--- src/rtl/uart_tx_arbiter.sv ---
// rtl/uart_tx_arbiter.sv - round-robin arbiter sharing one UART transmitter among N_REQ producers
module uart_tx_arbiter #(
    parameter int N_REQ   = 4,
    parameter int DATA_W  = 8,
    parameter int TIMEOUT = 4096
) (
    input  logic                     clk,
    input  logic                     rst,
    input  logic [N_REQ-1:0]         req,
    input  logic [N_REQ*DATA_W-1:0]  req_data,
    input  logic                     tx_busy,
    input  logic                     tx_done,
    output logic [N_REQ-1:0]         grant,
    output logic                     tx_start,
    output logic [DATA_W-1:0]        tx_data,
    output logic                     tx_parity,
    output logic [$clog2(N_REQ)-1:0] owner,
    output logic                     active,
    output logic                     timeout
);
    localparam int IDX_W = $clog2(N_REQ);
    localparam int CNT_W = $clog2(TIMEOUT);
    localparam logic [IDX_W:0]   N_EXT    = (IDX_W+1)'(N_REQ);
    localparam logic [IDX_W-1:0] LAST_IDX = IDX_W'(N_REQ - 1);
    localparam logic [CNT_W-1:0] TERM     = CNT_W'(TIMEOUT - 1);

    typedef enum logic [1:0] {IDLE, ISSUE, WAIT_DONE} state_t;

    state_t             state_q, state_d;
    logic [IDX_W-1:0]   rr_ptr;
    logic [IDX_W-1:0]   next_ptr;
    logic [IDX_W:0]     cand;
    logic               sel_found;
    logic [IDX_W-1:0]   sel_idx;
    logic [DATA_W-1:0]  sel_byte;
    logic [CNT_W-1:0]   wd_cnt;
    logic               load;
    logic               finish;
    logic               expire;

    // Circular search starting at rr_ptr; the wrap is an explicit subtract so non-power-of-2 N_REQ works.
    always_comb begin
        sel_found = 1'b0;
        sel_idx   = rr_ptr;
        cand      = '0;
        for (int k = 0; k < N_REQ; k++) begin
            cand = {1'b0, rr_ptr} + (IDX_W+1)'(k);
            if (cand >= N_EXT) begin
                cand = cand - N_EXT;
            end
            if (!sel_found && req[cand[IDX_W-1:0]]) begin
                sel_found = 1'b1;
                sel_idx   = cand[IDX_W-1:0];
            end
        end
    end

    assign sel_byte = req_data[int'(sel_idx)*DATA_W +: DATA_W];
    assign next_ptr = (owner == LAST_IDX) ? '0 : owner + IDX_W'(1);

    always_ff @(posedge clk or posedge rst) begin
        if (rst) begin
            state_q <= IDLE;
        end else begin
            state_q <= state_d;
        end
    end

    always_comb begin
        state_d  = state_q;
        load     = 1'b0;
        finish   = 1'b0;
        expire   = 1'b0;
        grant    = '0;
        tx_start = 1'b0;
        active   = 1'b0;
        case (state_q)
            IDLE: begin
                if (sel_found && !tx_busy) begin
                    load    = 1'b1;
                    state_d = ISSUE;
                end
            end
            ISSUE: begin
                grant[owner] = 1'b1;
                tx_start     = 1'b1;
                active       = 1'b1;
                state_d      = WAIT_DONE;
            end
            WAIT_DONE: begin
                active = 1'b1;
                // A done arriving on the terminal count wins over the watchdog.
                if (tx_done) begin
                    finish  = 1'b1;
                    state_d = IDLE;
                end else if (wd_cnt == TERM) begin
                    finish  = 1'b1;
                    expire  = 1'b1;
                    state_d = IDLE;
                end
            end
            default: state_d = IDLE;
        endcase
    end

    always_ff @(posedge clk or posedge rst) begin
        if (rst) begin
            tx_data   <= '0;
            tx_parity <= 1'b0;
            owner     <= '0;
            rr_ptr    <= '0;
            wd_cnt    <= '0;
            timeout   <= 1'b0;
        end else begin
            timeout <= expire;
            if (load) begin
                tx_data   <= sel_byte;
                tx_parity <= ^sel_byte;
                owner     <= sel_idx;
            end
            if (state_q == ISSUE) begin
                wd_cnt <= '0;
            end else if (state_q == WAIT_DONE) begin
                wd_cnt <= wd_cnt + CNT_W'(1);
            end
            if (finish) begin
                rr_ptr <= next_ptr;
            end
        end
    end

endmodule

--- config.mk ---
export PLATFORM = sky130hd
export DESIGN_NAME = uart_tx_arbiter
export DESIGN_NICKNAME = d
export VERILOG_FILES = /design/src/rtl/uart_tx_arbiter.sv
export SDC_FILE = /design/constraint.sdc
export NUM_CORES = 1
export LEC_CHECK = 0
export ABC_AREA = 1
export ABC_CLOCK_PERIOD_IN_PS = 3400
export CORE_AREA = 2 2 88 98
export DETAILED_ROUTE_END_ITERATION = 8
export DIE_AREA = 0 0 90 100
export GPL_ROUTABILITY_DRIVEN = 0
export PLACE_DENSITY = 0.5
export SYNTH_ARGS = -nofsm -noshare
export SYNTH_HDL_FRONTEND = slang
export SYNTH_SLANG_ARGS = --single-unit
--- constraint.sdc ---
create_clock -name clk -period 3.4 [get_ports clk]
set_input_delay 0.68 -clock clk [delete_from_list [all_inputs] [get_ports clk]]
set_output_delay 0.68 -clock clk [all_outputs]
set_load 0.01 [all_outputs]
# Word-level counts from Yosys, hierarchy flattened
# Cells that the tools add are included.
[classes] n_addsub=9 eq_ne=6 n_shift=1 reduce_logical=14 n_mux=39 order_cmp=10
[op_table] op="32-bit by 6-bit indexed part select with 8-bit output" n=1
[op_table] op="12-bit two-way mux" n=2
[op_table] op="2-bit two-way mux" n=12
[op_table] op="1-bit two-way mux" n=18
[op_table] op="2-bit by 3-bit < comparator with 1-bit output, second input constant" n=5
[op_table] op="12-bit by 1-bit adder with 12-bit output, second input constant" n=1
[op_table] op="12-bit == test, second input constant" n=1
[op_table] op="3-bit greater-or-equal comparator, second input constant" n=3
[op_table] op="1-bit binary-select mux with 2-bit select" n=4
[op_table] op="8-bit parity" n=1
[op_table] op="2-bit by 1-bit subtractor with 2-bit output, second input constant" n=4
[op_table] op="2-bit by 2-bit adder with 3-bit output, second input constant" n=2
[op_table] op="2-bit case mux with 3 select lines" n=1
[op_table] op="1-bit logical AND" n=5
[op_table] op="2-bit == test, second input constant" n=2
[op_table] op="1-bit zero test" n=4
[op_table] op="4-bit two-way mux" n=1
[op_table] op="2-bit by 1-bit adder with 3-bit output, second input constant" n=1
[op_table] op="2-bit by 3-bit greater-or-equal comparator with 1-bit output, second input constant" n=1
[op_table] op="3-bit != test, second input constant" n=1
[op_table] op="2-bit by 1-bit adder with 2-bit output, second input constant" n=1
[op_table] op="1-bit demux with 2-bit select" n=1
[op_table] op="2-bit by 1-bit == test with 1-bit output, second input constant" n=1
[op_table] op="2-bit by 1-bit greater-or-equal comparator with 1-bit output, second input constant" n=1
[op_table] op="other kinds (5)" n=5
[totals] elab_cells=86 ff_bits=28

# Depth between registers and ports, before layout
[depth] depth_word=17 depth_mapped=23

# Worst setup path after synthesis
# Ideal clock, no wire load.
[synth_path] path_kind="register to register" start="register state_q[0]" end="register wd_cnt[11]" arrival_ps=2199 setup_slack_ps=1077 stages_incl_launch_ff=17 n_path_buf=1 required_ps=3277 setup_time_ps=123 cell_sequence="dfrtp_1 > inv_1 > ha_1 > clkbuf_1 > inv_1 > nor3_1 > nand2_1 > nor2_1 > inv_1 > nor2_1 > inv_1 > nor2_1 > inv_1 > nor2_1 > nand3_1 > o21ai_0 > a21oi_1"
[synth_via] elab_chain_cells=2 word_cells_on_any_way=4 cone_classes="eq/ne: 2; mux: 1; reduce/logical: 1"
[synth_rtl] item="start, declared" line_no="29" rtl="state_t state_q, state_d;"
[synth_rtl] item="start signal, assigned" line_no="65" rtl="state_q <= state_d;"
[synth_rtl] item="2-bit by 1-bit == test with 1-bit output / 2-bit == test (equally long branches)" line_no="121, 123"
[synth_rtl] item="12-bit two-way mux / 2-bit nonzero test (equally long branches)"
[synth_rtl] item="end signal, assigned" line_no="124" rtl="wd_cnt <= wd_cnt + CNT_W'(1);"
[synth_rtl] item="end, declared" line_no="36" rtl="logic [CNT_W-1:0] wd_cnt;"
# Parallel ways exist; a longest one is shown, timed or not.
# A chain may end at the register's enable or synchronous reset.

# Final worst setup path
[layout_path] start="input req[1]" end="register tx_parity"
[layout_via] elab_chain_cells=15 word_cells_on_any_way=27 cone_classes="shift: 1; mux: 18; reduce/logical: 8"
[layout_rtl] item="start, declared" line_no="9" rtl="input logic [N_REQ-1:0] req,"
[layout_rtl] item="branches (longest 15 deep; another with 1-bit binary-select mux with 2-bit select)"
[layout_rtl] item="end signal, assigned" line_no="118" rtl="tx_parity <= ^sel_byte;"
[layout_rtl] item="end, declared" line_no="16" rtl="output logic tx_parity,"
# Parallel ways; which one is timed is not known. The select of a mux whose other input is x is not followed.

==> run_results.csv <==
group,metric,value,unit
layout,layout.cells.non_filler,539,
global_route,grt_pass1_vias,2386,
yosys,syn_inst,375,
yosys,synth-seq-cells,28,
layout,diodes,0,
power_and_ir_drop,p_clk_share,6.7,%
power_and_ir_drop,leakage,0.00156,uW
yosys,synthDistinctLibCells,24,
placement,place_inst,535,
min_path,holdCritPathClass,"reg2reg",
layout,multi_input_area,0.00143,mm^2
die,initial_utilization,28.8,%
timing,finClkSkew,0.00368,ns
placement,place_ws,0.325,ns
timing,finalMaxSlewViolations,0,
timing,period_needed,2.77,ns
global_route,grtUsageTotal,13.5,%
power_and_ir_drop,ir_drop,0.000337,V
route,post-route-drc-count,0,
die,core_area,0.00815,mm^2
layout,nNetsFinal,477,
power_and_ir_drop,p_int,1390,uW
yosys,synthesis.area,0.00235,mm^2
cts,cts_sinks,28,
yosys,syn-num-nets,423,
timing,fin_ws,0.625,ns
min_path,hold_depth,2,
cts,cts_hold_buf,0,
cts,clk_path_buf_depth,2,
route,wl_per_cell,10.6,um
worst_setup_path,crit_path_end_kind,"flop",
timing,fin_tns_setup,0,ns
global_route,grt_pass1_wl,10400,um
worst_setup_path,ff2ff_path_depth,20,
route,drt_pass1_iterations,4,
global_route,antenna_found_initial,0,
layout,fill_cells,914,
placement,port_buffers,57,
die,die-area,0.00900,mm^2
die,num_rows,35,
layout,fin_util,37.5,%
layout,areaGrowthSynthToFinish,29.9,%
power_and_ir_drop,p_comb_share,75.8,%
timing,worstMarginPinSlew,0.495,ns
global_route,grt_max_degree,29,
status,status,"completed",
die,ios,58,
worst_setup_path,cp.required,3.57,ns
cts,clock_latency,0.27,ns
die,die-height,100,um
layout,drive_above_1_share,7.71,%
layout,layout_common_cells,"nand2_1, clkdlybuf4s50_1, nand3_1, inv_1, dfrtp_1",
route,final_antenna_net_count,0,
cts,cts_max_level,1,
timing,relSlewSlack,66.9,%
power_and_ir_drop,seq_power_share,17.5,%
route,wl,5700,um
die,die_x,90,um
yosys,synth.yosys.seq_area_share,29.8,%
layout,regArea,701,um^2
route,via_per_inst,4.42,
power_and_ir_drop,power.density,1030,mW/mm^2
cts,tritoncts,"yes",
job,drv_cap,0,
cts,clk_pin_slew,0.10,ns
timing,fmax,360,MHz
yosys,syn_avg_cell_area,6.26,um^2
worst_setup_path,crit_type,"in2reg",
layout,final_common_cell,"nand2_1",
route,drtIter0Drc,134,
worst_setup_path,arrival,2.95,ns
worst_setup_path,start_kind,"primary input",
cts,root_buffer,"clkbuf_8",
placement,dpl.hpwl,4640,um
timing,finalSetupViolCount,0,
cts,cts-buffers-inserted,3,
timing,hold_violations,0,
route,via_count,2383,
timing,period_share,81.6,%
worst_setup_path,critPathMaxFanout,17,
cts,post_cts_resized,0,
cts,postCtsSetupRepairBufs,0,
power_and_ir_drop,netSwitchingFraction,55.7,%
timing,rsz0062_at_grt,"false",
power_and_ir_drop,p_sw,1740,uW
yosys,synth-warning-count,0,
global_route,grt_overflow_total,0,
logic make-up after synthesis:
group           Yosys count  share of synthesized area (%)
compound gates           31                           7.14
fa+ha+maj                 8                           4.26
buf+inv                  46                           9.16
flops                    28                           29.8
simple gates            262                           49.6
registers in the layout, summed over array words and instances (netlist names):
signal / count
wd_cnt: 12
state_q: 2
rr_ptr: 2
timeout: 1
owner: 2
tx_data: 8
tx_parity: 1
worst paths after layout:
path,startpoint,end,slack (ns)
worst max-delay path,req[1],tx_parity,0.63
worst min register to register,tx_data[5],tx_data[5],0.49
worst min-delay path,tx_data[5],tx_data[5],0.49
min in group asynchronous,rst,tx_data[5],0.76
max in group asynchronous,rst,wd_cnt[6],2.37
worst max register to register,rr_ptr[1],tx_parity,0.80
worst max-delay path, stage by stage:
cell             delay [ns]
clkdlybuf4s50_1        0.49
inv_1                  0.06
nand2_1                0.06
nand2_1                0.08
o21ai_2                0.26
nand3_4                0.14
nand2_4                0.19
nand2_4                0.18
nand2_1                0.13
nand3_1                0.09
nand2_1                0.14
nand2_1                0.06
nand2_1                0.09
nand2_1                0.06
nand2_1                0.05
nand2_1                0.05
nand3_1                0.07
nand2_1                0.05
area by class of cell:
cell class,count,area share (%)
well taps,111,4.55
clock buffers,4,1.80
inverters,35,4.31
multi-input cells,301,46.9
repair buffers,60,19.4
flip-flops and latches,28,23.0
power by group through the flow:
stage / Sequential, uW / Combinational [uW] / Clock [uW]
final: 547 / 2370 / 210
after global routing: 566 / 2790 / 228
after CTS: 550 / 2400 / 213
after detailed placement: 554 / 2400 / 0
after global placement: 556 / 2370 / 0
after floorplan: 553 / 1860 / 0
cells in the mapped netlist (all sizes together):
library cell,n,area (um^2)
a21oi,9,45.0
a221oi,1,8.76
buf,8,72.6
clkbuf,3,11.3
dfrtp,28,701
ha,8,100
inv,35,131
nand2,188,768
nand3,53,278
nand4,1,21.3
nor2,16,76.3
nor3,3,15.0
nor4,1,6.26
o21ai,19,98.9
o21bai,1,7.51
o31ai,1,7.51
layer usage:
metal  share of wire [%]  track usage, %  up-vias
met2                  44            22.4       56
li1                    -               -     1287
met5                   0               0        -
met1                  50            18.8     1038
met4                0.37            2.49        0
met3                 4.7            2.10        2
through the flow:
step | power [uW] | hold slack [ns] | cell area [um^2]
finish | 3130 | 0.489 | 3050
global placement | 2930 | 0.471 | 3000
floorplan | 2420 | 0.456 | 2350
CTS | 3170 | 0.496 | 3050
global route | 3590 | 0.541 | 3050
detailed placement | 2950 | 0.472 | 3000
Note: power is estimated with default switching activity, not from simulation.
